## src/rtl/axil_pkg.sv

```systemverilog
// Shared types and width constants for the AXI4-Lite peripheral crossbar.
package axil_pkg;

    localparam int unsigned AXI_ADDR_W = 32;
    localparam int unsigned AXI_DATA_W = 32;
    localparam int unsigned AXI_STRB_W = AXI_DATA_W / 8;

    // Response codes returned upstream on BRESP/RRESP.
    typedef enum logic [1:0] {
        OKAY   = 2'b00,
        SLVERR = 2'b10,
        DECERR = 2'b11
    } resp_t;

    // Request/response channel FSM, shared by the write and read paths.
    typedef enum logic [1:0] {
        CH_IDLE,
        CH_FWD,
        CH_RESP,
        CH_OUT
    } chan_state_t;

endpackage

```

## src/rtl/axil_xbar_chan.sv

```systemverilog
// Generic one-outstanding request/response channel with timeout.
// Ports:
//   clk, rst                 clock, synchronous active-high reset
//   req_valid, req_mapped    upstream request present / decodes to a slave
//   accept_c, idle           request taken this cycle / channel ready for a request
//   fwd_ready, fwd_pend      per-subchannel downstream ready / valid still pending
//   resp_valid, resp_ready   downstream response handshake
//   out_valid, out_resp      upstream response and its code
//   out_ready                upstream response accepted
module axil_xbar_chan
    import axil_pkg::*;
#(
    parameter int unsigned NREQ        = 2,
    parameter int unsigned TIMEOUT_CYC = 1024
) (
    input  logic            clk,
    input  logic            rst,
    input  logic            req_valid,
    input  logic            req_mapped,
    output logic            accept_c,
    output logic            idle,
    input  logic [NREQ-1:0] fwd_ready,
    output logic [NREQ-1:0] fwd_pend,
    input  logic            resp_valid,
    output logic            resp_ready,
    output logic            out_valid,
    output resp_t           out_resp,
    input  logic            out_ready
);

    localparam int unsigned CNT_W   = (TIMEOUT_CYC < 2) ? 1 : $clog2(TIMEOUT_CYC + 1);
    localparam logic [CNT_W-1:0] CNT_MAX = CNT_W'(TIMEOUT_CYC);
    localparam bit          TMO_EN  = (TIMEOUT_CYC != 0);

    chan_state_t     state_q, state_d;
    logic [CNT_W-1:0] cnt_q, cnt_d;
    logic [NREQ-1:0] pend_q, pend_d;
    logic            rdy_q, rdy_d;
    logic            ovalid_q, ovalid_d;
    resp_t           oresp_q, oresp_d;
    logic            idle_q, idle_d;
    logic            tmo_c;

    // idle_q implies state_q == CH_IDLE; it is low for one cycle after reset.
    assign accept_c = idle_q && req_valid;

    // Counter reaches TIMEOUT_CYC on the same edge the channel gives up.
    assign tmo_c = TMO_EN && (CNT_W'(cnt_q + CNT_W'(1)) == CNT_MAX);

    // Next-state and output-register logic.
    always_comb begin
        state_d  = state_q;
        cnt_d    = cnt_q;
        pend_d   = pend_q;
        rdy_d    = rdy_q;
        ovalid_d = ovalid_q;
        oresp_d  = oresp_q;

        case (state_q)
            CH_IDLE: begin
                if (accept_c) begin
                    if (req_mapped) begin
                        state_d = CH_FWD;
                        cnt_d   = '0;
                        pend_d  = '1;
                    end else begin
                        state_d  = CH_OUT;
                        ovalid_d = 1'b1;
                        oresp_d  = DECERR;
                    end
                end
            end
            CH_FWD: begin
                cnt_d  = CNT_W'(cnt_q + CNT_W'(1));
                pend_d = pend_q & ~fwd_ready;
                if (tmo_c) begin
                    state_d  = CH_OUT;
                    pend_d   = '0;
                    ovalid_d = 1'b1;
                    oresp_d  = SLVERR;
                end else if (pend_d == '0) begin
                    state_d = CH_RESP;
                    rdy_d   = 1'b1;
                end
            end
            CH_RESP: begin
                cnt_d = CNT_W'(cnt_q + CNT_W'(1));
                // A response arriving on the timeout cycle has been consumed, so it wins.
                if (resp_valid) begin
                    state_d  = CH_OUT;
                    rdy_d    = 1'b0;
                    ovalid_d = 1'b1;
                    oresp_d  = OKAY;
                end else if (tmo_c) begin
                    state_d  = CH_OUT;
                    rdy_d    = 1'b0;
                    ovalid_d = 1'b1;
                    oresp_d  = SLVERR;
                end
            end
            CH_OUT: begin
                if (out_ready) begin
                    state_d  = CH_IDLE;
                    ovalid_d = 1'b0;
                end
            end
            default: state_d = CH_IDLE;
        endcase

        idle_d = (state_d == CH_IDLE);
    end

    // State and output registers.
    always_ff @(posedge clk) begin
        if (rst) begin
            state_q  <= CH_IDLE;
            cnt_q    <= '0;
            pend_q   <= '0;
            rdy_q    <= 1'b0;
            ovalid_q <= 1'b0;
            oresp_q  <= OKAY;
            idle_q   <= 1'b0;
        end else begin
            state_q  <= state_d;
            cnt_q    <= cnt_d;
            pend_q   <= pend_d;
            rdy_q    <= rdy_d;
            ovalid_q <= ovalid_d;
            oresp_q  <= oresp_d;
            idle_q   <= idle_d;
        end
    end

    assign idle       = idle_q;
    assign fwd_pend   = pend_q;
    assign resp_ready = rdy_q;
    assign out_valid  = ovalid_q;
    assign out_resp   = oresp_q;

endmodule

```

## src/rtl/axil_periph_xbar.sv

```systemverilog
// 1-to-N AXI4-Lite peripheral interconnect with DECERR for unmapped windows
// and SLVERR on per-transaction timeout.
// Ports:
//   clk, rst                         clock, synchronous active-high reset
//   s_aw*/s_w*/s_b*                  upstream write address/data/response
//   s_ar*/s_r*                       upstream read address/data
//   m_awaddr/m_wdata/m_wstrb         shared registered write payload
//   m_aw*/m_w*/m_b* handshakes       per-slave one-hot write handshakes
//   m_araddr, m_ar*/m_r* handshakes  shared read address, per-slave handshakes
//   m_rdata                          packed slave read data, slave i at [32i+31:32i]
module axil_periph_xbar
    import axil_pkg::*;
#(
    parameter int unsigned NUM_SLAVES  = 5,
    parameter int unsigned SEL_LSB     = 12,
    parameter int unsigned SEL_W       = 3,
    parameter int unsigned TIMEOUT_CYC = 1024
) (
    input  logic                             clk,
    input  logic                             rst,
    input  logic [AXI_ADDR_W-1:0]            s_awaddr,
    input  logic                             s_awvalid,
    output logic                             s_awready,
    input  logic [AXI_DATA_W-1:0]            s_wdata,
    input  logic [AXI_STRB_W-1:0]            s_wstrb,
    input  logic                             s_wvalid,
    output logic                             s_wready,
    output logic [1:0]                       s_bresp,
    output logic                             s_bvalid,
    input  logic                             s_bready,
    input  logic [AXI_ADDR_W-1:0]            s_araddr,
    input  logic                             s_arvalid,
    output logic                             s_arready,
    output logic [AXI_DATA_W-1:0]            s_rdata,
    output logic [1:0]                       s_rresp,
    output logic                             s_rvalid,
    input  logic                             s_rready,
    output logic [AXI_ADDR_W-1:0]            m_awaddr,
    output logic [AXI_DATA_W-1:0]            m_wdata,
    output logic [AXI_STRB_W-1:0]            m_wstrb,
    output logic [NUM_SLAVES-1:0]            m_awvalid,
    input  logic [NUM_SLAVES-1:0]            m_awready,
    output logic [NUM_SLAVES-1:0]            m_wvalid,
    input  logic [NUM_SLAVES-1:0]            m_wready,
    input  logic [NUM_SLAVES-1:0]            m_bvalid,
    output logic [NUM_SLAVES-1:0]            m_bready,
    output logic [AXI_ADDR_W-1:0]            m_araddr,
    output logic [NUM_SLAVES-1:0]            m_arvalid,
    input  logic [NUM_SLAVES-1:0]            m_arready,
    input  logic [AXI_DATA_W*NUM_SLAVES-1:0] m_rdata,
    input  logic [NUM_SLAVES-1:0]            m_rvalid,
    output logic [NUM_SLAVES-1:0]            m_rready
);

    logic [SEL_W-1:0]      aw_idx_c, ar_idx_c;
    logic                  aw_map_c, ar_map_c;
    logic [NUM_SLAVES-1:0] aw_sel_c, ar_sel_c;
    logic [NUM_SLAVES-1:0] wr_sel_q, rd_sel_q;
    logic                  wr_accept_c, rd_accept_c;
    logic                  wr_idle, rd_idle;
    logic [1:0]            wr_pend;
    logic [0:0]            rd_pend;
    logic                  wr_resp_rdy, rd_resp_rdy;
    resp_t                 wr_resp, rd_resp;
    logic                  rd_take_c;
    logic [AXI_DATA_W-1:0] rd_slice_c;
    logic [AXI_DATA_W-1:0] rdata_q;

    // Slave index decode; an out-of-range index yields an all-zero select.
    assign aw_idx_c = s_awaddr[SEL_LSB +: SEL_W];
    assign ar_idx_c = s_araddr[SEL_LSB +: SEL_W];
    assign aw_map_c = (32'(aw_idx_c) < NUM_SLAVES);
    assign ar_map_c = (32'(ar_idx_c) < NUM_SLAVES);
    assign aw_sel_c = aw_map_c ? (NUM_SLAVES'(1) << aw_idx_c) : '0;
    assign ar_sel_c = ar_map_c ? (NUM_SLAVES'(1) << ar_idx_c) : '0;

    axil_xbar_chan #(
        .NREQ        (2),
        .TIMEOUT_CYC (TIMEOUT_CYC)
    ) u_wr_chan (
        .clk        (clk),
        .rst        (rst),
        .req_valid  (s_awvalid && s_wvalid),
        .req_mapped (aw_map_c),
        .accept_c   (wr_accept_c),
        .idle       (wr_idle),
        .fwd_ready  ({|(m_wready & wr_sel_q), |(m_awready & wr_sel_q)}),
        .fwd_pend   (wr_pend),
        .resp_valid (|(m_bvalid & wr_sel_q)),
        .resp_ready (wr_resp_rdy),
        .out_valid  (s_bvalid),
        .out_resp   (wr_resp),
        .out_ready  (s_bready)
    );

    axil_xbar_chan #(
        .NREQ        (1),
        .TIMEOUT_CYC (TIMEOUT_CYC)
    ) u_rd_chan (
        .clk        (clk),
        .rst        (rst),
        .req_valid  (s_arvalid),
        .req_mapped (ar_map_c),
        .accept_c   (rd_accept_c),
        .idle       (rd_idle),
        .fwd_ready  (|(m_arready & rd_sel_q)),
        .fwd_pend   (rd_pend),
        .resp_valid (|(m_rvalid & rd_sel_q)),
        .resp_ready (rd_resp_rdy),
        .out_valid  (s_rvalid),
        .out_resp   (rd_resp),
        .out_ready  (s_rready)
    );

    // Read data mux from the selected slave.
    always_comb begin
        rd_slice_c = '0;
        for (int i = 0; i < NUM_SLAVES; i++) begin
            if (rd_sel_q[i]) rd_slice_c = m_rdata[i*AXI_DATA_W +: AXI_DATA_W];
        end
    end

    assign rd_take_c = rd_resp_rdy && |(m_rvalid & rd_sel_q);

    // Request payload and selected-slave registers; rdata cleared on accept so
    // DECERR and SLVERR responses carry zero data.
    always_ff @(posedge clk) begin
        if (rst) begin
            m_awaddr <= '0;
            m_wdata  <= '0;
            m_wstrb  <= '0;
            wr_sel_q <= '0;
            m_araddr <= '0;
            rd_sel_q <= '0;
            rdata_q  <= '0;
        end else begin
            if (wr_accept_c) begin
                m_awaddr <= s_awaddr;
                m_wdata  <= s_wdata;
                m_wstrb  <= s_wstrb;
                wr_sel_q <= aw_sel_c;
            end
            if (rd_accept_c) begin
                m_araddr <= s_araddr;
                rd_sel_q <= ar_sel_c;
                rdata_q  <= '0;
            end else if (rd_take_c) begin
                rdata_q  <= rd_slice_c;
            end
        end
    end

    assign s_awready = wr_accept_c;
    assign s_wready  = wr_accept_c;
    assign s_arready = rd_idle;
    assign s_bresp   = wr_resp;
    assign s_rresp   = rd_resp;
    assign s_rdata   = rdata_q;

    // One-hot fan-out of the channel handshakes to the selected slave.
    assign m_awvalid = wr_sel_q & {NUM_SLAVES{wr_pend[0]}};
    assign m_wvalid  = wr_sel_q & {NUM_SLAVES{wr_pend[1]}};
    assign m_bready  = wr_sel_q & {NUM_SLAVES{wr_resp_rdy}};
    assign m_arvalid = rd_sel_q & {NUM_SLAVES{rd_pend[0]}};
    assign m_rready  = rd_sel_q & {NUM_SLAVES{rd_resp_rdy}};

endmodule
```

## config.mk

```make
export PLATFORM = sky130hd
export DESIGN_NAME = axil_periph_xbar
export DESIGN_NICKNAME = d
export VERILOG_FILES = /design/src/rtl/axil_pkg.sv /design/src/rtl/axil_xbar_chan.sv /design/src/rtl/axil_periph_xbar.sv
export SDC_FILE = /design/constraint.sdc
export NUM_CORES = 1
export LEC_CHECK = 0
export CAP_MARGIN = 20
export CORE_AREA = 2 2 180 182
export DETAILED_ROUTE_END_ITERATION = 7
export DIE_AREA = 0 0 182 184
export DONT_BUFFER_PORTS = 1
export SLEW_MARGIN = 5
export SYNTH_ARGS = -nofsm -noshare
export SYNTH_HDL_FRONTEND = slang
export SYNTH_HIERARCHICAL = 1
export SYNTH_SLANG_ARGS = --single-unit
```

## constraint.sdc

```tcl
create_clock -name clk -period 5.95 [get_ports clk]
set_clock_uncertainty 0.15 [all_clocks]
set_input_delay 1.785 -clock clk [delete_from_list [all_inputs] [get_ports clk]]
set_output_delay 1.785 -clock clk [all_outputs]
set_load 0.02 [all_outputs]
```

==> results by group, run 1 <==
Placement
  – Placed insts: 1306
  – RePlAce Congestion: 0.8980
  – Dpl hpwl: 21530 µm
  – IO Port Bufs: 0

Drt
  – First-pass DRT Iterations: 7
  – DR DRC count: 0
  – Detailed Route Iter0 Violations: 498
  – Post-route antenna net violation count: 0
  – Routed vias: 7366
  – Via/cell ratio: 5.501
  – Routed len/inst: 21.54 µm
  – Total wire length: 28840 µm

Cells and area
  – Final net count: 1227
  – Fin util: 30.99%
  – Fin cells: 1339
  – Share of cells above drive strength 1: 7.364%
  – Area growth syn-to-layout: 9.832%
  – Ant diodes: 0

Critical path
  – Reg2reg setup slack: 3.29 ns
  – Critical Path AT: 2.43 ns
  – Worst-path fanout max: 31
  – Worst setup EP type: output port
  – Worst path required time: 4.01 ns
  – Worst r2r dst: s_rdata[22]$_SDFFE_PP0P_
  – Crit start category: input pin
  – Launch instance of the worst register-to-register path: rd_sel_q[2]$_SDFFE_PP0P_
  – Crit Path Class: input pin to output port
  – Cell count of the worst reg-to-reg path: 5

Floorplanning
  – Initial Util: 28.21%
  – Total die area: 0.03349 mm²
  – I/O Pins: 458
  – Chip height: 184 µm
  – Core ar.: 0.03139 mm²
  – Die Wd: 182 µm
  – Row Count: 65

STA
  – Slew Limit Fails: 0
  – F_max: 0.2291 GHz
  – Setup_tns: 0 ns
  – Worst slew pin tran: 0.9626 ns
  – Setup violations, final: 0
  – RSZ-0062 raised after global routing: no
  – Slew margin rel.: 35.67%
  – Final-report hold violation count: 0
  – Fin crit share: 73.37%
  – Hold WS: 0.3378 ns
  – Period minus WS final: 4.365 ns

Global route
  – Initial antenna violation count: 0
  – Global-route wire length before repair: 41570 µm
  – Grt total ovfl: 0
  – Vias in the first global route: 7051
  – Largest net degree at the start of global routing: 150
  – Gr usage total: 16.21%

Logic synthesis
  – Top-area cell type share of the netlist area: 40.91%
  – Sequential element share of the synthesized area: 40.91%
  – Top cells by area, synth: dfxtp_1 41%, mux2i_1 12%, nor2_1 5.5%
  – Area fraction in compound gates after synthesis: 20.71%
  – Ys Warns: 6
  – Largest family of logic cells by synthesized area: compound AO/OA/AOI/OAI gates
  – Mapped Cells: 968
  – Post-Synthesis Cell Area: 0.008857 mm²
  – Post-synth top cells: 181 x dfxtp_1, 130 x nor2_1, 105 x mux2i_1
  – Syn_area_per_cell: 9.150 µm²
  – Multiplexer area fraction after synthesis: 12.29%
  – Synthesized flop and latch total: 181
  – Post-synth EDFFs: 0
  – Most common cell in the synthesized netlist: dfxtp_1
  – Post-synth cell types: 78
  – Post-Synth Adder-Cell Area: 1.554%
  – Synth Flop Type: dfxtp_1
  – Post-synth net total: 1271
  – FFs w/ async S/R, synth: 0%
  – Synth area leader: dfxtp_1
  – Post-Synth Simple-Gate Area: 19.88%
  – XOR/XNOR Fraction of Synth Area: 0%

Clocking
  – Num CTS Buffers: 17
  – Post-cts gate resize count: 0
  – CTS Hold Bufs: 0
  – CTS sink cnt: 181
  – CTS tree: done
  – Clk slew on worst S/H paths: 0.08 ns
  – Htree depth: 4
  – Post-CTS Setup Inserts: 0
  – Root buffer cell: clkbuf_16
  – CTS Buffer Depth: 2
  – Worst-Skew Late Latency: 0.43 ns

Hold path
  – Hold depth: 2
  – Hold Path Class: flip-flop to flip-flop
  – Hold path endpoint: rd_sel_q[4]$_SDFFE_PP0P_
  – Hold Path Origin: rd_sel_q[4]$_SDFFE_PP0P_

Pwr
  – Pwr dens: 363.1 mW/mm²
  – Static leakage: 3.260 nW
  – Peak VDD IR: 0.0001688 V
  – Final Power: 0.003533 W

Flow run
  – Max Cap Viol: 0

Run status
  – Status: complete, no violations
[per-layer routing]
layer  track usage (%)  up-vias  share of wire, %
met5                 0        -                 0
met4             5.387        0               2.1
met3             5.269       35               8.3
met2             29.28      372                50
met1             17.94     3509                39
li1                  -     3450                 -
[flip-flops by register name, summed over array words and instances, names as in the netlist, 4 cells and up]
name             count
wr_sel_q             5
u_wr_chan/cnt_q     11
u_rd_chan/cnt_q     11
m_araddr            32
m_wstrb              4
rd_sel_q             5
s_rdata             32
m_awaddr            32
m_wdata             32
[logic make-up after synthesis]
family / Yosys count
mux: 108
compound gates: 243
flops: 181
fa+ha+maj: 11
buf+inv: 87
simple gates: 338
[power breakdown]
part           switching, W  internal (W)  total, W
Combinational      0.000462      0.000341  0.000803
Clock              0.000569      0.000613   0.00118
Sequential         0.000224       0.00132   0.00155
Total               0.00125       0.00228   0.00353
[through the flow]
step | instance area (µm²) | setup WS, ns
floorplan | 8857 | 1.645
global placement | 9081 | 1.589
detailed placement | 9081 | 1.573
CTS | 9701 | 1.568
global route | 9728 | 1.498
finish | 9728 | 1.585
[worst max path at each step]
stage / end / startpoint / depth (start not counted) / slack (ns)
after floorplan: s_wready / s_awvalid / 4 / 1.64
after global placement: s_wready / s_awvalid / 3 / 1.59
after detailed placement: s_awready / s_awvalid / 3 / 1.57
after CTS: s_awready / s_awvalid / 3 / 1.57
after global routing: s_awready / s_awvalid / 3 / 1.50
final: s_awready / s_awvalid / 3 / 1.58
[cell usage in the layout (no fill, tap or decap), types with 3 or more instances in the layout]
| cell type | synthesis | routed |
|---|---|---|
| nand4b_1 | 4 | 4 |
| nor4b_1 | 5 | 5 |
| a31oi_1 | 6 | 6 |
| and2_1 | 27 | 26 |
| o211ai_1 | 3 | 3 |
| o21ai_0 | 18 | 18 |
| nor3_1 | 18 | 18 |
| nand3_1 | 19 | 19 |
| nand2b_1 | 10 | 10 |
| buf_4 | 3 | 8 |
| nand2_1 | 40 | 40 |
| nor2b_1 | 44 | 42 |
| a21o_1 | 5 | 5 |
| nor4_1 | 3 | 3 |
| nand3b_1 | 4 | 4 |
| nand4_1 | 4 | 4 |
| clkbuf_16 | 0 | 17 |
| o31ai_1 | 32 | 32 |
| a21boi_0 | 4 | 4 |
| inv_8 | 0 | 3 |
| dfxtp_1 | 181 | 180 |
| a211oi_1 | 3 | 3 |
| clkinv_8 | 0 | 4 |
| inv_6 | 0 | 5 |
| a221oi_1 | 32 | 32 |
| o21a_1 | 7 | 7 |
| a222oi_1 | 5 | 5 |
| mux2i_1 | 105 | 105 |
| a22o_1 | 33 | 33 |
| a21oi_1 | 37 | 37 |
| inv_1 | 13 | 12 |
| a22oi_1 | 38 | 38 |
| ha_1 | 11 | 11 |
| or3_1 | 3 | 3 |
| nor2_1 | 130 | 130 |
| nor3b_1 | 6 | 6 |
[worst max-delay path, stage by stage]
cell     delay, ns
and2_1        0.13
nand2_1       0.10
inv_4         0.41
[area by class of cell]
class	instances	area (µm²)
fill	3231	21660
multi-input combinational	700	4835
sequential	181	3625
tap	402	503.0
clock buffer	17	425.4
clock inverter	15	193.9
timing repair buffer	9	87.58
inverter	15	58.81
(Power assumes the default switching activity.)
==> run 2, diff against run 1 <==
Clock period 5.95 ns to 4.4 ns, I/O delays scaled along.
==> run 2 against run 1 <==
Effect of this change:
- sequential share of layout area about the same
- worst setup slack worse by 0.34 ns
- die area unchanged
- first-iteration DRC count down 16%
- sequential cell count unchanged
- core utilization about the same
- wire length down 0.58%
- worst hold slack better by 0.011 ns
- clock power up 37%
- register-to-register slack worse by 1.4 ns
- non-clock buffer count up 1
- global-route usage about the same
==> results by group, run 2 (same netlist as run 1, synthesis figures left out) <==
Global route
  – Global-route wire length before repair: 41770 µm (+0.50%)
  – Vias in the first global route: 7074 (+0.33%)
  – Gr usage total: 16.26% (+0.048 points)
  – Largest net degree at the start of global routing: 150 (unchanged)
  – Initial antenna violation count: 1 (+1)
  – Grt total ovfl: 0 (unchanged)

Floorplanning
  – I/O Pins: 458 (unchanged)
  – Chip height: 184 µm (unchanged)
  – Total die area: 0.03349 mm² (unchanged)
  – Core ar.: 0.03139 mm² (unchanged)
  – Die Wd: 182 µm (unchanged)
  – Initial Util: 28.21% (unchanged)
  – Row Count: 65 (unchanged)

Drt
  – Routed len/inst: 21.38 µm (-0.73%)
  – Total wire length: 28670 µm (-0.58%)
  – Via/cell ratio: 5.489 (-0.22%)
  – Routed vias: 7361 (-0.068%)
  – Detailed Route Iter0 Violations: 417 (-16%)
  – Post-route antenna net violation count: 0 (unchanged)
  – DR DRC count: 0 (unchanged)
  – First-pass DRT Iterations: 5 (-2)

Critical path
  – Crit start category: input pin
  – Slowest CP cell: inv_4
  – CP max stage delay: 0.14 ns (-0.27 ns)
  – Worst setup EP type: output port
  – Crit Path Class: input pin to output port
  – Worst-path fanout max: 3 (-90%)
  – Worst path required time: 2.93 ns (-1.08 ns)
  – Critical path, cell by cell: and2_1 > nand2_1 > inv_4
  – Family with the most delay on the worst path: simple AND/OR/NAND/NOR gates
  – Bufs and invs on worst path: 1 (unchanged)
  – Critical Path AT: 1.69 ns (-0.74 ns)

Clocking
  – Post-CTS Setup Inserts: 0 (unchanged)
  – Clk slew on worst S/H paths: 0.08 ns (about the same)
  – Worst-Skew Late Latency: 0.43 ns (about the same)
  – Post-cts gate resize count: 0 (unchanged)
  – CTS sink cnt: 181 (unchanged)
  – CTS Buffer Depth: 2 (unchanged)
  – Num CTS Buffers: 17 (unchanged)
  – CTS tree: done
  – Root buffer cell: clkbuf_16
  – Htree depth: 4 (unchanged)
  – CTS Hold Bufs: 0 (unchanged)

Pwr
  – Int Pwr: 0.003080 W (+35%)
  – Pwr dens: 493.2 mW/mm² (+36%)
  – Combinational Power Share: 22.4% (-0.3 points)
  – Static leakage: 3.256 nW (-0.14%)
  – Net Sw Frac: 35.76% (+0.25 points)
  – Clock Power Share: 33.8% (+0.4 points)
  – Peak VDD IR: 0.0002226 V (+32%)
  – Sw power: 0.001715 W (+37%)
  – Sequential power share: 43.8% (about the same)

Cells and area
  – Area growth syn-to-layout: 9.747% (about the same)
  – Fin cells: 1341 (+0.15%)
  – Share of cells above drive strength 1: 7.463% (+0.099 points)
  – Most frequent cells in the layout: 180 x dfxtp_1, 130 x nor2_1, 105 x mux2i_1
  – Final net count: 1228 (+0.081%)
  – Fin util: 30.96% (about the same)
  – Commonest non-fill, non-tap cell in the layout: dfxtp_1

Placement
  – Placed insts: 1308 (+0.15%)
  – Dpl hpwl: 21390 µm (-0.64%)
  – RePlAce Congestion: 0.8624 (-4.0%)
  – IO Port Bufs: 0 (unchanged)

STA
  – Period minus WS final: 3.157 ns
  – Setup_tns: 0 ns (unchanged)
  – Fin crit share: 71.74%
  – Final-report hold violation count: 0 (unchanged)
  – F_max: 0.3168 GHz
  – Worst slew pin tran: 0.9138 ns (-0.04877 ns)
  – Setup violations, final: 0 (unchanged)
  – RSZ-0062 raised after global routing: no
  – Slew Limit Fails: 0 (unchanged)
  – Slew margin rel.: 38.93% (+3.3 points)

Flow run
  – Max Cap Viol: 0 (unchanged)

Run status
  – Status: complete, no violations

Hold path
  – Hold Path Class: flip-flop to flip-flop
## run 2: through the flow
| stage | hold slack (ns) | power (W) | cell area, µm² | setup slack, ns |
|---|---|---|---|---|
| after global routing | 0.3777 | 0.005078 | 9721 | 1.198 |
| after floorplan | 0.3077 | 0.002974 | 8857 | 1.025 |
| after CTS | 0.3426 | 0.004856 | 9718 | 1.244 |
| after global placement | 0.3165 | 0.003181 | 9096 | 0.9567 |
| after detailed placement | 0.3299 | 0.003207 | 9096 | 0.8979 |
| final | 0.3483 | 0.004794 | 9721 | 1.243 |
## run 2: path summary, 6_finish.rpt
path	start	depth (start not counted)	to	slack, ns
min	u_wr_chan/cnt_q[1]$_SDFFE_PP0P_	2	u_wr_chan/cnt_q[1]$_SDFFE_PP0P_	0.35
min reg2reg	u_wr_chan/cnt_q[1]$_SDFFE_PP0P_	2	u_wr_chan/cnt_q[1]$_SDFFE_PP0P_	0.35
max	s_awvalid	3	s_wready	1.24
max reg2reg	u_rd_chan/state_q[0]$_SDFF_PP0_	5	u_rd_chan/cnt_q[9]$_SDFFE_PP0P_	1.88
## run 2: per-layer routing
layer	GRT usage (%)	up-vias	routed length [µm]	share of wire [%]
li1	-	3472	-	-
met1	18.45	3468	11450	40
met2	28.49	375	14030	49
met3	4.853	46	2316	8.1
met4	6.742	0	877	3.1
met5	0	-	0	0
## run 2: final cells by class
cell class	count	area [µm²]
Fill cell	3242	21670
Multi-Input combinational cell	700	4835
Inverter	15	58.81
Clock buffer	17	425.4
Timing Repair Buffer	10	75.07
Tap cell	402	503.0
Antenna cell	1	2.502
Clock inverter	15	196.4
Sequential cell	181	3625
## run 2: power groups by stage
stage | Clock, W | Combinational [W] | Sequential (W)
after floorplan | 0 | 0.000916 | 0.00206
after global placement | 0 | 0.00105 | 0.00213
after detailed placement | 0 | 0.00107 | 0.00213
after CTS | 0.00168 | 0.00108 | 0.00210
after global routing | 0.00175 | 0.00121 | 0.00212
final | 0.00162 | 0.00107 | 0.00210
## run 2: worst register-to-register path, stage by stage (launching register included)
cell and delay, ns:
dfxtp_1 0.41, inv_1 0.14, ha_1 0.59, o211ai_1 0.40
or4_1 0.59, a21oi_1 0.16
==> run 3, diff against run 2 <==
Clock period 4.4 ns to 2.65 ns, I/O delays scaled along.
==> run 3 against run 2 <==
Effect of this change:
- sequential power rose by 66%
- worst hold slack got worse by 0.042 ns
- register-to-register slack got worse by 1.5 ns
- worst setup slack worse by 1.0 ns
- final cell count rose by 0.75%
==> results by group, run 3 (same netlist as run 1, synthesis figures left out) <==
Global route
  – Gr usage total: 16.26% (about the same)
  – Initial antenna violation count: 1 (unchanged)
  – Global-route wire length before repair: 41520 µm (-0.61%)
  – Largest net degree at the start of global routing: 150 (unchanged)
  – Vias in the first global route: 7006 (-0.96%)
  – Grt total ovfl: 0 (unchanged)

STA
  – Hold WS: 0.3063 ns (-0.04205 ns)
  – Setup violations, final: 0 (unchanged)
  – Period minus WS final: 2.446 ns
  – Slew margin rel.: 44.09% (+5.2 points)
  – Worst slew pin tran: 0.8386 ns (-0.07520 ns)
  – RSZ-0062 raised after global routing: no
  – Slew Limit Fails: 0 (unchanged)
  – Setup_tns: 0 ns (unchanged)
  – Fin crit share: 92.31%
  – F_max: 0.4088 GHz
  – Final-report hold violation count: 0 (unchanged)

Cells and area
  – Final net count: 1238 (+0.81%)
  – Area growth syn-to-layout: 10.89%
  – Commonest non-fill, non-tap cell in the layout: dfxtp_1
  – Number of fill cells: 3236 (-0.19%)
  – Most frequent cells in the layout: 180 x dfxtp_1, 130 x nor2_1, 105 x mux2i_1
  – Share of cells above drive strength 1: 8.439% (+0.98 points)

Clocking
  – Clk slew on worst S/H paths: 0.08 ns (about the same)
  – CTS sink cnt: 181 (unchanged)
  – Post-CTS Setup Inserts: 0 (unchanged)
  – Root buffer cell: clkbuf_16
  – Num CTS Buffers: 17 (unchanged)
  – Htree depth: 4 (unchanged)
  – CTS tree: done
  – CTS Hold Bufs: 0 (unchanged)
  – CTS Buffer Depth: 2 (unchanged)
  – Worst-Skew Late Latency: 0.43 ns (about the same)
  – Post-cts gate resize count: 0 (unchanged)

Drt
  – Post-route antenna net violation count: 0 (unchanged)
  – Via/cell ratio: 5.457 (-0.59%)
  – First-pass DRT Iterations: 8 (+3)
  – Total wire length: 29040 µm (+1.3%)
  – Routed len/inst: 21.49 µm (+0.52%)
  – Routed vias: 7372 (+0.15%)
  – Detailed Route Iter0 Violations: 469 (+12%)
  – DR DRC count: 0 (unchanged)

Pwr
  – Peak VDD IR: 0.0003712 V (+67%)
  – Pwr dens: 816.7 mW/mm² (+66%)
  – Static leakage: 3.314 nW (+1.8%)

Floorplanning
  – Die Wd: 182 µm (unchanged)
  – Initial Util: 28.21% (unchanged)
  – Total die area: 0.03349 mm² (unchanged)
  – Chip height: 184 µm (unchanged)
  – I/O Pins: 458 (unchanged)
  – Row Count: 65 (unchanged)
  – Core ar.: 0.03139 mm² (unchanged)

Critical path
  – Worst setup EP type: output port
  – Launch instance of the worst register-to-register path: rd_sel_q[1]$_SDFFE_PP0P_
  – Critical path, cell by cell: and2_1
  – Setup crit start: rd_sel_q[1]$_SDFFE_PP0P_
  – Family with the most delay on the worst path: flip-flops
  – Crit Path Class: flip-flop to output port
  – Slowest CP cell: dfxtp_1
  – Critical Path AT: 1.50 ns (-0.19 ns)
  – Worst-path fanout max: 16 (+13)
  – CP Depth: 1 (-2)
  – CP max stage delay: 0.72 ns (+0.58 ns)
  – Cell count of the worst reg-to-reg path: 6 (+1)
  – Reg2reg setup slack: 0.38 ns (-1.50 ns)
  – Worst r2r dst: u_rd_chan/out_resp[1]$_SDFFE_PP0P_
  – Bufs and invs on worst path: 0 (-1)
  – End of the critical path: m_rready[1]
  – Worst path required time: 1.71 ns (-1.22 ns)
  – Crit start category: flip-flop

Hold path
  – Hold Path Class: input pin to flip-flop
  – Hold Path Origin: rst

Placement
  – IO Port Bufs: 0 (unchanged)
  – RePlAce Congestion: 0.8650 (+0.30%)
  – Dpl hpwl: 21870 µm (+2.3%)

Run status
  – Status: complete, no violations

Flow run
  – Max Cap Viol: 0 (unchanged)
## run 3: layout make-up
| type | instances | area [µm²] | share of cell area, % |
|---|---|---|---|
| multi-input combinational | 700 | 4835 | 49.22 |
| inverter | 15 | 58.81 | 0.5987 |
| timing repair buffer | 20 | 187.7 | 1.911 |
| tap | 402 | 503.0 | 5.121 |
| antenna | 1 | 2.502 | 0.02548 |
| clock buffer | 17 | 425.4 | 4.331 |
| clock inverter | 15 | 185.2 | 1.885 |
| sequential | 181 | 3625 | 36.90 |
## run 3: worst min-delay path by stage
| stage | endpoint | cells after the start | slack [ns] |
|---|---|---|---|
| after floorplan | u_wr_chan/cnt_q[1]$_SDFFE_PP0P_ | 2 | 0.31 |
| after global placement | u_wr_chan/cnt_q[1]$_SDFFE_PP0P_ | 2 | 0.31 |
| after detailed placement | u_wr_chan/cnt_q[1]$_SDFFE_PP0P_ | 2 | 0.33 |
| after CTS | u_wr_chan/resp_ready$_SDFFE_PP0P_ | 1 | 0.26 |
| after global routing | u_wr_chan/cnt_q[5]$_SDFFE_PP0P_ | 1 | 0.27 |
| final | u_wr_chan/out_resp[0]$_SDFFE_PP0P_ | 1 | 0.31 |
## run 3: per-stage QoR
step | setup WS, ns | utilization (%) | cell area [µm²] | total power [W] | instances
final | 0.2038 | 31.29 | 9822 | 0.008021 | 1351
after global routing | 0.1464 | 31.29 | 9822 | 0.008473 | 1351
after CTS | 0.1696 | 31.28 | 9819 | 0.008109 | 1350
after detailed placement | 0.1316 | 29.33 | 9209 | 0.005413 | 1318
after global placement | 0.2650 | 29.33 | 9209 | 0.005382 | 1318
after floorplan | 0.1935 | - | 8857 | 0.004938 | 968
## run 3: layer usage
layer / vias up / track usage (%) / wire, µm
met5: - / 0 / 0
met4: 0 / 6.581 / 638
met3: 36 / 4.675 / 2236
met2: 359 / 29.13 / 14510
met1: 3500 / 18.12 / 11650
li1: 3477 / - / -
## run 3: power by group
part | internal (W) | switching, W
clock | 0.00136 | 0.00129
combinational | 0.000831 | 0.00105
sequential | 0.00297 | 0.000519
total | 0.00516 | 0.00286
